**src/rtl/ssd_scan_ctrl.sv**
```systemverilog
// ssd_scan_ctrl: time-multiplexed scan controller for a bank of active-low
// seven-segment digits that share one external combinational decoder.
//
// The controller walks one digit slot at a time. Each slot begins with a
// blanked guard interval so the previous digit's segments never ghost onto
// the next digit.
//
// New frames enter a shadow register through a valid/ready handshake. They
// are promoted to the active register only at a frame end, so a single
// frame never mixes old and new digits.
//
// Build option: define SSD_SCAN_LEADING_ZERO_BLANK_EN to darken leading-zero
// digits. Digit 0 is never suppressed.
//
// state    | meaning
// ---------+-----------------------------------------------------------
// ST_GUARD | cnt < GUARD_CYCLES: blank segments, all digits disabled
// ST_DRIVE | remainder of slot: drive decoder output on digit idx
module ssd_scan_ctrl #(
  parameter int NUM_DIGITS   = 4,
  parameter int SLOT_CYCLES  = 50000,
  parameter int GUARD_CYCLES = 500
) (
  input  logic                    clk,
  input  logic                    rst_n,
  input  logic                    load_valid,
  output logic                    load_ready,
  input  logic [4*NUM_DIGITS-1:0] load_data,
  input  logic [NUM_DIGITS-1:0]   blank_mask,
  output logic [3:0]              dec_in,
  input  logic [6:0]              dec_out,
  output logic [6:0]              seg_n,
  output logic [NUM_DIGITS-1:0]   dig_n
);

  localparam int CNT_W = $clog2(SLOT_CYCLES);
  localparam int IDX_W = $clog2(NUM_DIGITS);
  localparam logic [CNT_W-1:0] CNT_LAST   = CNT_W'(SLOT_CYCLES - 1);
  localparam logic [CNT_W-1:0] GUARD_LAST = CNT_W'(GUARD_CYCLES - 1);
  localparam logic [IDX_W-1:0] IDX_LAST   = IDX_W'(NUM_DIGITS - 1);

  typedef enum logic {ST_GUARD, ST_DRIVE} state_t;

  state_t                  state, state_next;
  logic [CNT_W-1:0]        cnt;
  logic [IDX_W-1:0]        idx;
  logic                    slot_end;
  logic                    frame_end;

  logic [4*NUM_DIGITS-1:0] shadow_data;
  logic [NUM_DIGITS-1:0]   shadow_mask;
  logic                    shadow_full;
  logic [4*NUM_DIGITS-1:0] active_data;
  logic [NUM_DIGITS-1:0]   active_mask;

  logic [NUM_DIGITS-1:0]   lz_dark;
  logic [NUM_DIGITS-1:0]   dig_sel;
  logic                    cur_dark;
  logic [6:0]              seg_next;
  logic [NUM_DIGITS-1:0]   dig_next;

  assign slot_end   = (cnt == CNT_LAST);
  assign frame_end  = slot_end && (idx == IDX_LAST);
  assign load_ready = !shadow_full;

  // Slot cycle counter and digit index; the idx wrap marks the frame end.
  always_ff @(posedge clk or negedge rst_n) begin
    if (!rst_n) begin
      cnt <= '0;
      idx <= '0;
    end else if (slot_end) begin
      cnt <= '0;
      idx <= (idx == IDX_LAST) ? '0 : idx + 1'b1;
    end else begin
      cnt <= cnt + 1'b1;
    end
  end

  // Shadow capture on handshake; promote shadow to active at frame end.
  // A full shadow blocks acceptance, so both branches never collide.
  always_ff @(posedge clk or negedge rst_n) begin
    if (!rst_n) begin
      shadow_data <= '0;
      shadow_mask <= '0;
      shadow_full <= 1'b0;
      active_data <= '0;
      active_mask <= '0;
    end else if (load_valid && !shadow_full) begin
      shadow_data <= load_data;
      shadow_mask <= blank_mask;
      shadow_full <= 1'b1;
    end else if (frame_end && shadow_full) begin
      active_data <= shadow_data;
      active_mask <= shadow_mask;
      shadow_full <= 1'b0;
    end
  end

`ifdef SSD_SCAN_LEADING_ZERO_BLANK_EN
  // A digit is a leading zero when it and every higher digit are zero.
  always_comb begin
    logic zero_above;
    zero_above = 1'b1;
    lz_dark    = '0;
    for (int i = NUM_DIGITS - 1; i >= 1; i--) begin
      zero_above = zero_above & (active_data[4*i +: 4] == 4'h0);
      lz_dark[i] = zero_above;
    end
  end
`else
  assign lz_dark = '0;
`endif

  // Select the current digit's nibble, darkening and one-hot enable.
  always_comb begin
    dec_in   = 4'h0;
    cur_dark = 1'b0;
    dig_sel  = '1;
    for (int i = 0; i < NUM_DIGITS; i++) begin
      if (idx == IDX_W'(i)) begin
        dec_in     = active_data[4*i +: 4];
        cur_dark   = active_mask[i] | lz_dark[i];
        dig_sel[i] = 1'b0;
      end
    end
  end

  // FSM state register.
  always_ff @(posedge clk or negedge rst_n) begin
    if (!rst_n) state <= ST_GUARD;
    else        state <= state_next;
  end

  // Next state tracks cnt; output targets for the registered display drive.
  always_comb begin
    state_next = state;
    seg_next   = 7'h7F;
    dig_next   = '1;
    case (state)
      ST_GUARD: begin
        if (cnt == GUARD_LAST) state_next = ST_DRIVE;
      end
      ST_DRIVE: begin
        if (slot_end) state_next = ST_GUARD;
        if (!cur_dark) begin
          seg_next = dec_out;
          dig_next = dig_sel;
        end
      end
      default: state_next = ST_GUARD;
    endcase
  end

  // Segment and digit drivers change together on the same edge.
  always_ff @(posedge clk or negedge rst_n) begin
    if (!rst_n) begin
      seg_n <= 7'h7F;
      dig_n <= '1;
    end else begin
      seg_n <= seg_next;
      dig_n <= dig_next;
    end
  end

endmodule

```
**config.mk**
```make
export PLATFORM = sky130hd
export DESIGN_NAME = ssd_scan_ctrl
export DESIGN_NICKNAME = d
export VERILOG_FILES = /design/src/rtl/ssd_scan_ctrl.sv
export SDC_FILE = /design/constraint.sdc
export NUM_CORES = 1
export LEC_CHECK = 0
export ABC_AREA = 0
export CORE_ASPECT_RATIO = 1.5
export CORE_MARGIN = 5
export CORE_UTILIZATION = 50
export DETAILED_ROUTE_END_ITERATION = 10
export PLACE_DENSITY_LB_ADDON = 0.08
export RECOVER_POWER = 100
export SYNTH_ARGS = -nofsm -noshare
export SYNTH_HDL_FRONTEND = slang
export SYNTH_SLANG_ARGS = --single-unit
```
**constraint.sdc**
```tcl
create_clock -name clk -period 3.9 [get_ports clk]
set_input_delay 0.78 -clock clk [delete_from_list [all_inputs] [get_ports clk]]
set_output_delay 0.78 -clock clk [all_outputs]
set_load 0.005 [all_outputs]
```
; ---- Word-level counts from Yosys, hierarchy flattened
; Index checks and enable logic that the tools add are counted.
[classes]
mux = 23
n_reduce_logical = 7
n_eq_ne = 5
n_bitwise = 2
add_sub_neg = 2
[op_table]
columns = op, count
row1 = 4-bit two-way mux, 6
row2 = "16-bit by 1-bit adder with 16-bit output, second input constant", 1
row3 = "16-bit == test, second input constant", 1
row4 = "16-bit by 9-bit == test with 1-bit output, second input constant", 1
row5 = 16-bit two-way mux, 1
row6 = 7-bit two-way mux, 2
row7 = 1-bit two-way mux, 12
row8 = "2-bit == test, second input constant", 2
row9 = 1-bit logical AND, 3
row10 = "2-bit by 1-bit adder with 2-bit output, second input constant", 1
row11 = "2-bit by 1-bit == test with 1-bit output, second input constant", 1
row12 = 2-bit logical NOT, 1
row13 = 2-bit two-way mux, 1
row14 = 1-bit inverter, 2
row15 = 1-bit case mux with 2 select lines, 1
row16 = 2-bit AND reduction, 1
row17 = 2-bit nonzero test, 1
row18 = 1-bit logical NOT, 1
[word_totals]
elab_cells = 49
ff_bits = 71

; ---- Longest topological paths before layout
[logic_depth]
ltp_word = 7
mapped_depth = 7
depth_no_buf = 6

; ---- Least setup slack after synthesis
; No wires, ideal clock.
[synth_path]
path_kind = reg2out
start = register idx[0]
end = output dec_in[0]
stages_incl_launch_ff = 5
arrival_time_ns = 1.224
slack_ns = 1.896
required_time_ns = 3.120
path_buffers = 0
cell_sequence = dfrtp_1 ha_1 nor2b_1 a221oi_1 o31ai_1
[synth_between]
elab_chain_cells = 5
[synth_lines]
columns = element, line
row1 = start: declaration, 46  ; logic [IDX_W-1:0] idx;
row2 = start signal: assignment, 73  ; idx <= (idx == IDX_LAST) ? '0 : idx + 1'b1;
row3 = 2-bit logical NOT, 120  ; if (idx == IDX_W'(i)) begin
row4 = 4-bit two-way mux (3 in a row), 120
row5 = 4-bit two-way mux (*), 120
row6 = end: declaration, 30  ; output logic [3:0] dec_in,
; Every way passes the cells marked *; elsewhere a longest branch is shown, timed or not.

; ---- Worst setup path after layout
[layout_path]
start = register idx[1]
end = output dec_in[1]
; The elaborated chain is that of the path after synthesis.

==> impl_metrics.tcl <==
set metrics [dict create \
    drcViolationCount 0 \
    clock_skew_ns 0.00603 \
    ys_ff_latch 71 \
    synth_ff_type "dfrtp_1" \
    clock_sinks 71 \
    syn_nets 263 \
    drtIter0Drc 108 \
    area_growth_syn_to_layout_pct 18.9 \
    final_max_slew_viol_count 36 \
    final-seq-area_um2 1790 \
    yosysWarnings 0 \
    coreArea_um2 6090 \
    worstPathCellList "inv_1 -> ha_1 -> nor2b_1 -> a221oi_1 -> o31ai_1 -> dlygate4sd3_1" \
    p_sw_frac 0.217 \
    violations "capacitance limit, slew limit" \
    multi_input_area_um2 1130 \
    cp_top_family "buffers and inverters" \
    critPathRequiredTime_ns 3.12 \
    die_x_um 74.3 \
    crit_arrival_ns 2.33 \
    power_density_nw_per_um2 386 \
    globalRouteTotalUtil 0.162 \
    fin_crit_sh 0.797 \
    power_w 0.00143 \
    slowest_delay_ns 0.61 \
    grt_antenna_before_repair 0 \
    cts_tree "built" \
    critical_path.slowest_cell "dlygate4sd3_1" \
    power_frac_seq 0.544 \
    p_comb_frac 0.048 \
    dr.pass1.iters 4 \
    setup_viol 0 \
    layout_common_cells "60 x dfrtp_1, 27 x clkdlybuf4s50_1, 23 x mux2_2" \
    cts_htree_levels 3 \
    cts-resized-gates 0 \
    p_leak_nw 1.61 \
    worstSetupStartpointType "flip-flop" \
    netlist_area_um2 3110 \
    clk_latency_ns 0.35 \
    reg2reg_from "cnt[0]$_DFF_PN0_" \
    rsz0062_at_grt "false" \
    fin_util 0.606 \
    status "complete, but fails checks" \
    syn_inst 228 \
    cp_num_buf_inv 2 \
    clkPwrFrac 0.408 \
    layout.nets 312 \
    finalCriticalPeriod_ns 3.11 \
    tns_ns 0 \
    clock.fmax_mhz 322 \
    cp_max_fo 8 \
    port_buffers 45 \
    grt_max_degree 36 \
    fp.dieH_um 107 \
    cts-buffers-inserted 9 \
    ir_drop_v 0.000217 \
    wirelength_um 5840 \
    path_class "reg -> out" \
    critPathCaptureType "output port" \
    cap_viol_max_count 1 \
    post-cts-setup-buffers 0 \
    clockBufferDepth 2 \
    synth.lib_cells_used.distinct 41 \
    via_per_inst 5.34 \
    gp_congestion 0.838 \
    dp_slack_ns 1.19 \
    power.switching_w 0.000309 \
    grt_overflow_total 0 \
    antenna_cells 0 \
    hold_viol 0 \
    ys_seq_area_frac 0.577 \
    clk_pin_slew_ns 0.07 \
    final_common_cell "dfrtp_1" \
    hold_buffers 0 \
    dp_hpwl_um 4310 \
    io_pins 46 \
    p_int_w 0.00112 \
    die-area_um2 7920 \
    ant_nets 0 \
    hold_class "in -> async" \
    synth_edf_count 0 \
    start_util 0.510 \
    grt_pass1_vias 1968 \
    synth_area_per_cell_um2 13.6 \
    drive_above_1_share 0.191 \
    setup_ws_ns 0.790 \
    row_count 35 \
    nFillCells 539 \
    tightest_slew_ns 1.82 \
    async_reset_ff_frac 1.00 \
    max_slew_margin -0.214 \
    routedWlPerCell_um 16.4 \
    grt_pass1_wl_um 9600 \
    cts-root-buf "clkbuf_8" \
    critPathLaunch "idx[1]$_DFFE_PN0N_" \
    num_vias 1900 \
]
## path summary, 6_finish.rpt
kind	to	slack (ns)	cells after the start
max	dec_in[1]	0.79	6
min	shadow_data[10]$_DFFE_PN0P_	0.41	1
max reg2reg	active_data[12]$_DFFE_PN0P_	0.98	5
min reg2reg	active_data[3]$_DFFE_PN0P_	0.49	1
max in group asynchronous	shadow_data[5]$_DFFE_PN0P_	1.39	2
min in group clk	active_data[3]$_DFFE_PN0P_	0.49	1
## per-stage QoR
step,hold WS (ns),cells,instance area [um^2]
after floorplan,0.442,228,3110
after global placement,0.483,340,3610
after detailed placement,0.491,340,3610
after CTS,0.290,356,3810
after global routing,0.471,356,3690
final,0.413,356,3690
## cell families after synthesis
group | Yosys count | synth area share
flops | 71 | 0.577
simple gates | 66 | 0.129
mux | 42 | 0.175
buf+inv | 16 | 0.0258
compound gates | 15 | 0.0363
xor+xnor | 13 | 0.0367
fa+ha+maj | 5 | 0.0201
## registers in the layout, summed over array words and instances (netlist names)
name         flops
shadow_mask      4
shadow_full      1
seg_n            7
state            1
idx              2
shadow_data     16
active_data     16
dig_n            4
cnt             16
active_mask      4
## power groups by stage
| stage | Clock, W | Sequential (W) | Combinational, W |
|---|---|---|---|
| floorplan | 0 | 0.000787 | 0.0000254 |
| global placement | 0 | 0.000792 | 0.0000702 |
| detailed placement | 0 | 0.000793 | 0.0000720 |
| CTS | 0.000596 | 0.000779 | 0.0000722 |
| global route | 0.000633 | 0.000780 | 0.0000762 |
| finish | 0.000582 | 0.000776 | 0.0000682 |
## cells in the mapped netlist (2+ instances only)
master    count  area share
dfrtp_1      60        0.48
mux2_2       23       0.083
mux2_4       19       0.092
nor2_1       15       0.018
nand2_1      13       0.016
dfstp_2      11       0.093
xor2_1        8       0.023
nand2b_1      7       0.014
nand3_1       7       0.011
inv_1         6      0.0073
ha_1          5       0.020
nand4_1       5       0.010
xnor2_1       5       0.014
a221oi_1      4       0.011
o31ai_1       4      0.0097
buf_2         3      0.0048
clkbuf_1      3      0.0036
nor2b_1       3      0.0060
a21oi_1       2      0.0032
buf_6         2      0.0073
nand3b_1      2      0.0048
nor4_1        2      0.0040
## metal layers
metal  GRT usage  wire (um)
met1       0.197       2420
met2       0.263       2920
met3      0.0445        323
met4      0.0763        175
met5           0          0
## cell type report
type / count / share of cell area
inverter: 6 / 0.00610
multi-input combinational: 141 / 0.307
tap: 74 / 0.0251
clock inverter: 6 / 0.0163
sequential: 71 / 0.485
timing repair buffer: 48 / 0.123
clock buffer: 10 / 0.0373
## worst register-to-register path, cell delays in order, from the launching register on
cell	delay, ns
dfrtp_1	0.40
ha_1	0.24
and3_1	0.27
nand4_1	0.17
nand4b_1	1.03
mux2_1	0.69
Power figures use the tool's default switching activity.
